### src/rtl/seg7_scan_ctrl.sv
// seg7_scan_ctrl: multiplexed common-anode 7-segment driver.
// A binary value captured on 'load' is converted to BCD one double-dabble
// step per cycle (decimal mode) or passed through as nibbles (hex mode).
// The digit registers update atomically when busy falls. The digits are
// time-multiplexed, with leading-zero blanking and an overflow dash display.
// Ports:
//   clk       system clock, posedge
//   rst_n     synchronous reset, active-low
//   load      1-cycle capture strobe, ignored while busy
//   value     binary value to display
//   mode      0 = decimal, 1 = hex
//   busy      conversion in progress
//   oData     segments {g,f,e,d,c,b,a}, active-low, registered
//   position  digit select, active-low one-hot, bit0 = least significant digit
module seg7_scan_ctrl #(
    parameter int unsigned NUM_DIGITS = 8,
    parameter int unsigned SCAN_DIV   = 100000,
    parameter int unsigned IN_W       = 20,
    parameter int unsigned BLANK_LZ   = 1
) (
    input  logic                  clk,
    input  logic                  rst_n,
    input  logic                  load,
    input  logic [IN_W-1:0]       value,
    input  logic                  mode,
    output logic                  busy,
    output logic [6:0]            oData,
    output logic [NUM_DIGITS-1:0] position
);

    localparam int unsigned DW  = 4 * NUM_DIGITS;
    localparam int unsigned SCW = (SCAN_DIV > 1) ? $clog2(SCAN_DIV) : 1;
    localparam int unsigned IW  = (NUM_DIGITS > 1) ? $clog2(NUM_DIGITS) : 1;
    localparam int unsigned CW  = $clog2(IN_W + 1);

    localparam logic [6:0] GLYPH_BLANK = 7'b1111111;
    localparam logic [6:0] GLYPH_DASH  = 7'b0111111;
    localparam logic [6:0] GLYPH_ZERO  = 7'b1000000;

    // Largest decimal value that fits in NUM_DIGITS digits.
    function automatic logic [63:0] dec_max(input int unsigned n);
        logic [63:0] p;
        p = 64'd1;
        for (int unsigned i = 0; i < n; i++) begin
            p = p * 64'd10;
        end
        return p - 64'd1;
    endfunction

    localparam logic [63:0] MAX_DEC = dec_max(NUM_DIGITS);

    function automatic logic [6:0] glyph(input logic [3:0] d);
        logic [6:0] g;
        case (d)
            4'h0: g = 7'b1000000;
            4'h1: g = 7'b1111001;
            4'h2: g = 7'b0100100;
            4'h3: g = 7'b0110000;
            4'h4: g = 7'b0011001;
            4'h5: g = 7'b0010010;
            4'h6: g = 7'b0000010;
            4'h7: g = 7'b1111000;
            4'h8: g = 7'b0000000;
            4'h9: g = 7'b0010000;
            4'hA: g = 7'b0001000;
            4'hB: g = 7'b0000011;
            4'hC: g = 7'b1000110;
            4'hD: g = 7'b0100001;
            4'hE: g = 7'b0000110;
            default: g = 7'b0001110;
        endcase
        return g;
    endfunction

    typedef enum logic [1:0] {
        S_IDLE,
        S_DEC,
        S_HEX
    } state_t;

    state_t          state_q, state_d;
    logic            capture, finish;
    logic [IN_W-1:0] bin_q;
    logic [DW-1:0]   bcd_q, bcd_adj, bcd_shift;
    logic [CW-1:0]   step_q;
    logic            ovf_cap_q, ovf_cap_d;
    logic [DW-1:0]   digits_q, digits_d;
    logic            ovf_q, ovf_d;
    logic [SCW-1:0]  scan_q, scan_d;
    logic [IW-1:0]   idx_q, idx_d;
    logic [NUM_DIGITS-1:0] zero_above;
    logic [3:0]      nib_sel;
    logic [6:0]      odata_d;
    logic [NUM_DIGITS-1:0] position_d;
    logic [63:0]     v64;

    // Next-state logic: one double-dabble step per cycle in S_DEC, one cycle in S_HEX.
    always_comb begin
        state_d = state_q;
        capture = 1'b0;
        finish  = 1'b0;
        case (state_q)
            S_IDLE: begin
                if (load) begin
                    capture = 1'b1;
                    state_d = mode ? S_HEX : S_DEC;
                end
            end
            S_DEC: begin
                if (step_q == CW'(IN_W - 1)) begin
                    finish  = 1'b1;
                    state_d = S_IDLE;
                end
            end
            S_HEX: begin
                finish  = 1'b1;
                state_d = S_IDLE;
            end
            default: state_d = S_IDLE;
        endcase
    end

    // Overflow is decided on the raw captured value.
    always_comb begin
        v64       = 64'(value);
        ovf_cap_d = mode ? ((v64 >> DW) != 64'd0) : (v64 > MAX_DEC);
    end

    // Add-3 adjust then shift in the next binary MSB.
    always_comb begin
        bcd_adj = bcd_q;
        for (int unsigned i = 0; i < NUM_DIGITS; i++) begin
            if (bcd_q[4*i +: 4] >= 4'd5) begin
                bcd_adj[4*i +: 4] = bcd_q[4*i +: 4] + 4'd3;
            end
        end
        bcd_shift = {bcd_adj[DW-2:0], bin_q[IN_W-1]};
    end

    // Atomic digit update on the final step.
    always_comb begin
        digits_d = digits_q;
        ovf_d    = ovf_q;
        if (finish) begin
            ovf_d    = ovf_cap_q;
            digits_d = (state_q == S_HEX) ? DW'(bin_q) : bcd_shift;
        end
    end

    // Scan counter and digit index.
    always_comb begin
        scan_d = scan_q + SCW'(1);
        idx_d  = idx_q;
        if (scan_q == SCW'(SCAN_DIV - 1)) begin
            scan_d = '0;
            idx_d  = (idx_q == IW'(NUM_DIGITS - 1)) ? '0 : idx_q + IW'(1);
        end
    end

    // Glyph for the digit selected next cycle, so position and oData change together.
    always_comb begin
        zero_above = '0;
        for (int i = int'(NUM_DIGITS) - 1; i >= 0; i--) begin
            if (i == int'(NUM_DIGITS) - 1) begin
                zero_above[i] = (digits_d[4*i +: 4] == 4'd0);
            end else begin
                zero_above[i] = zero_above[i+1] && (digits_d[4*i +: 4] == 4'd0);
            end
        end
        nib_sel    = digits_d[4*int'(idx_d) +: 4];
        position_d = ~(NUM_DIGITS'(1) << idx_d);
        if (ovf_d) begin
            odata_d = GLYPH_DASH;
        end else if ((BLANK_LZ != 0) && (idx_d != '0) && zero_above[idx_d]) begin
            odata_d = GLYPH_BLANK;
        end else begin
            odata_d = glyph(nib_sel);
        end
    end

    // State register.
    always_ff @(posedge clk) begin
        if (!rst_n) begin
            state_q <= S_IDLE;
            busy    <= 1'b0;
        end else begin
            state_q <= state_d;
            busy    <= (state_d != S_IDLE);
        end
    end

    // Conversion datapath.
    always_ff @(posedge clk) begin
        if (!rst_n) begin
            bin_q     <= '0;
            bcd_q     <= '0;
            step_q    <= '0;
            ovf_cap_q <= 1'b0;
        end else if (capture) begin
            bin_q     <= value;
            bcd_q     <= '0;
            step_q    <= '0;
            ovf_cap_q <= ovf_cap_d;
        end else if (state_q == S_DEC) begin
            bin_q  <= bin_q << 1;
            bcd_q  <= bcd_shift;
            step_q <= step_q + CW'(1);
        end
    end

    // Display registers.
    always_ff @(posedge clk) begin
        if (!rst_n) begin
            digits_q <= '0;
            ovf_q    <= 1'b0;
            scan_q   <= '0;
            idx_q    <= '0;
            position <= ~NUM_DIGITS'(1);
            oData    <= GLYPH_ZERO;
        end else begin
            digits_q <= digits_d;
            ovf_q    <= ovf_d;
            scan_q   <= scan_d;
            idx_q    <= idx_d;
            position <= position_d;
            oData    <= odata_d;
        end
    end

endmodule

### config.mk
export PLATFORM = sky130hd
export DESIGN_NAME = seg7_scan_ctrl
export DESIGN_NICKNAME = d
export VERILOG_FILES = /design/src/rtl/seg7_scan_ctrl.sv
export SDC_FILE = /design/constraint.sdc
export NUM_CORES = 1
export LEC_CHECK = 0
export ABC_CLOCK_PERIOD_IN_PS = 8300
export BUFFER_PORTS_ARGS = -buffer_cell sky130_fd_sc_hd__buf_2
export CORE_MARGIN = 2
export CORE_UTILIZATION = 30
export CTS_BUF_LIST = sky130_fd_sc_hd__clkbuf_8
export DETAILED_ROUTE_END_ITERATION = 8
export PLACE_DENSITY_LB_ADDON = 0.08
export SETUP_SLACK_MARGIN = 0.5
export SLEW_MARGIN = 40
export SYNTH_ARGS = -nofsm -noshare
export SYNTH_HDL_FRONTEND = slang
export SYNTH_SLANG_ARGS = --single-unit
### constraint.sdc
create_clock -name clk -period 8.3 [get_ports clk]
set_input_delay 1.66 -clock clk [delete_from_list [all_inputs] [get_ports clk]]
set_output_delay 1.66 -clock clk [all_outputs]
set_load 0.01 [all_outputs]
==> results.sh <==
export IMPL_power_density_nw_per_um2=175
export IMPL_ys_types=81
export IMPL_reg2reg_to="oData[3]"
export IMPL_synthArstFlopShare=0
export IMPL_yosysTopAreaCellShare=0.374
export IMPL_design_area_um2=7670
export IMPL_drt_vias_per_instance=5.25
export IMPL_finalWirelength_um=19300
export IMPL_ant_nets=0
export IMPL_drv_slew=0
export IMPL_dr_pass1_iters=5
export IMPL_r2r_start="state_q[0]"
export IMPL_slowest_delay_ns=0.54
export IMPL_crit_family="compound AO/OA/AOI/OAI gates"
export IMPL_holdPathEnd="scan_q[0]"
export IMPL_fill_cells=2294
export IMPL_hp_class="reg2reg"
export IMPL_power_switching_uw=354
export IMPL_fp_dieW_um=155
export IMPL_rsz0062_at_grt="no"
export IMPL_rows=55
export IMPL_leakage_uw=0.00285
export IMPL_syn2layout_area_growth_pct=12.1
export IMPL_end_kind="register"
export IMPL_arrival_ns=4.47
export IMPL_synth_most_common_cell="dfxtp_1"
export IMPL_synth_common_cells="dfxtp_1, nor2_1, mux2i_1"
export IMPL_dpl_cell_area_um2=7260
export IMPL_synth_seq_cells=128
export IMPL_fin_skew_ns=0.0123
export IMPL_cts_root_buf="clkbuf_8"
export IMPL_worst_ep_required_time_ns=8.69
export IMPL_netlist_instances=772
export IMPL_ys_seq_area_frac=0.374
export IMPL_syn_avg_cell_area_um2=8.86
export IMPL_grt_remaining_overflow=0
export IMPL_die_h_um=155
export IMPL_coreArea_um2=22500
export IMPL_cp_slowest_cell="ha_1"
export IMPL_hold_depth=1
export IMPL_layout_nets=847
export IMPL_clk_latency_ns=0.45
export IMPL_worst_slew_pin_slew_ns=0.777
export IMPL_period_minus_slack_ns=4.08
export IMPL_hold_start="scan_q[0]"
export IMPL_reg2reg_slack_ns=4.22
export IMPL_crit_fanout=13
export IMPL_floorplan_die_area_um2=24000
export IMPL_grt_pass1_wl_um=31100
export IMPL_setup_viol=0
export IMPL_place_congestion=0.796
export IMPL_p_int_uw=987
export IMPL_cts_buffer_depth=2
export IMPL_switching_share=0.264
export IMPL_worst_r2r_cell_count=12
export IMPL_cts_buffers=17
export IMPL_initialDrtViolationCount=314
export IMPL_drc=0
export IMPL_ys_top_cells_by_area="dfxtp_1, mux2i_1, nor2_1"
export IMPL_port_buffers=39
export IMPL_crit_chain="inv_1 -> ha_1 -> and2_1 -> a21o_1 -> o22ai_1 -> mux2_2 -> a221oi_2 -> inv_1 -> ha_1 -> or2_2 -> a21oi_1 -> o31a_1"
export IMPL_ir_drop_v=0.0000790
export IMPL_critical_path_class="reg2reg"
export IMPL_ys_warn_count=0
export IMPL_ctsResizeCount=0
export IMPL_diodes=0
export IMPL_htree_levels=4
export IMPL_cts_hold_fix_buffers=0
export IMPL_timing_fmax_ghz=0.245
export IMPL_hold_viol=0
export IMPL_vias=5730
export IMPL_use_met1=0.236
export IMPL_first_global_vias=5474
export IMPL_start_kind="register"
export IMPL_start_util=0.304
export IMPL_regArea_um2=2560
export IMPL_multi_input_area_um2=3990
export IMPL_synth_top_flop_cell="dfxtp_1"
export IMPL_antenna_found_initial=0
export IMPL_critical_path_depth=12
export IMPL_path_buf_inv=2
export IMPL_top_usage_layer="met2"
export IMPL_synth_area_um2=6840
export IMPL_track_usage=0.165
export IMPL_wire_per_inst_um=17.7
export IMPL_min_period_over_period=0.492
export IMPL_synth_edf_count=0
export IMPL_timing_setup_tns_ns=0
export IMPL_synth_area_leader_cell="dfxtp_1"
export IMPL_cts_tree="built"
export IMPL_ios=40
export IMPL_maxCapViolations=0
export IMPL_grt_max_degree=74
export IMPL_share_comb_of_total_power=0.094
export IMPL_seqPwrFrac=0.484
export IMPL_cts_clk_slew_worst_paths_ns=0.08
export IMPL_p_clk_frac=0.422
export IMPL_hpwl_um=13900
export IMPL_cts_setup_buffers=0
export IMPL_clock_sinks=128
export IMPL_grt_use_met3=0.0370
export IMPL_status="completed"
export IMPL_syn_nets=824
export IMPL_drive_gt1_frac=0.141
export IMPL_relSlewSlack=0.468
export IMPL_use_met2=0.253
power by group through the flow:
stage	registers [uW]	logic [uW]	clock network (uW)
final	648	126	566
after global routing	651	140	610
after CTS	649	127	584
after detailed placement	663	127	0
after global placement	663	125	0
after floorplan	655	91.3	0
layer usage:
layer / vias to the layer above / wire [um]
li1: 2829 / -
met1: 2799 / 9920
met2: 86 / 8520
met3: 16 / 732
met4: 0 / 176
met5: - / 0
per-stage QoR:
stage                     instances  worst slack [ns]  total power, uW  hold WS [ns]  utilization
after detailed placement       1061              4.15              790         0.467        0.323
final                          1091              4.22             1340         0.476        0.341
after floorplan                 772              5.01              747         0.430            -
after global placement         1061              4.07              788         0.449        0.322
after CTS                      1091              4.13             1360         0.488        0.341
after global routing           1091              3.90             1400         0.524        0.341
how the worst max path moves through the flow:
stage,from,endpoint,slack (ns)
after floorplan,scan_q[0],oData[3],5.01
after global placement,state_q[0],oData[3],4.07
after detailed placement,state_q[0],oData[3],4.15
after CTS,state_q[0],oData[3],4.13
after global routing,state_q[0],oData[3],3.90
final,state_q[0],oData[3],4.22
state kept, by name, summed over array words and instances (netlist names):
signal	count
oData	7
digits_q	32
bin_q	20
scan_q	17
state_q	2
bcd_q	32
step_q	5
busy	1
ovf_q	1
idx_q	3
position	8
cell families after synthesis:
logic type	after synthesis	synth area share
AND/OR/NAND/NOR	275	0.205
AO/OA/AOI/OAI	181	0.198
flip-flops	128	0.374
buffers and inverters	72	0.0463
multiplexers	64	0.0949
adder cells (fa/ha/maj)	28	0.0512
XOR/XNOR	24	0.0307
final cells by class:
type | instances | share of cell area
timing repair buffer | 45 | 0.0318
clock inverter | 11 | 0.0184
sequential | 128 | 0.334
tap | 285 | 0.0465
inverter | 31 | 0.0152
multi-input combinational | 572 | 0.520
clock buffer | 19 | 0.0341
worst reg2reg max path: cells and delay by family (launching register included):
family                   cells  cell delay, ns
AO/OA/AOI/OAI                5            1.46
multiplexers                 1            0.33
buffers and inverters        2            0.21
AND/OR/NAND/NOR              2            0.76
adder cells (fa/ha/maj)      2            0.87
flip-flops                   1            0.40
placed cells by master (no fill, tap or decap), drive strengths merged, types with 10 or more instances in the layout:
cell type,count
dfxtp,128
nor2,112
mux2i,60
nand2,46
buf,45
a21oi,38
inv,32
a211oi,29
ha,28
nand3,21
o21ai,21
clkbuf,19
a31oi,14
nand2b,13
xor2,12
xnor2,12
nor2b,11
and3,10
or3b,10
(Power assumes the default switching activity.)
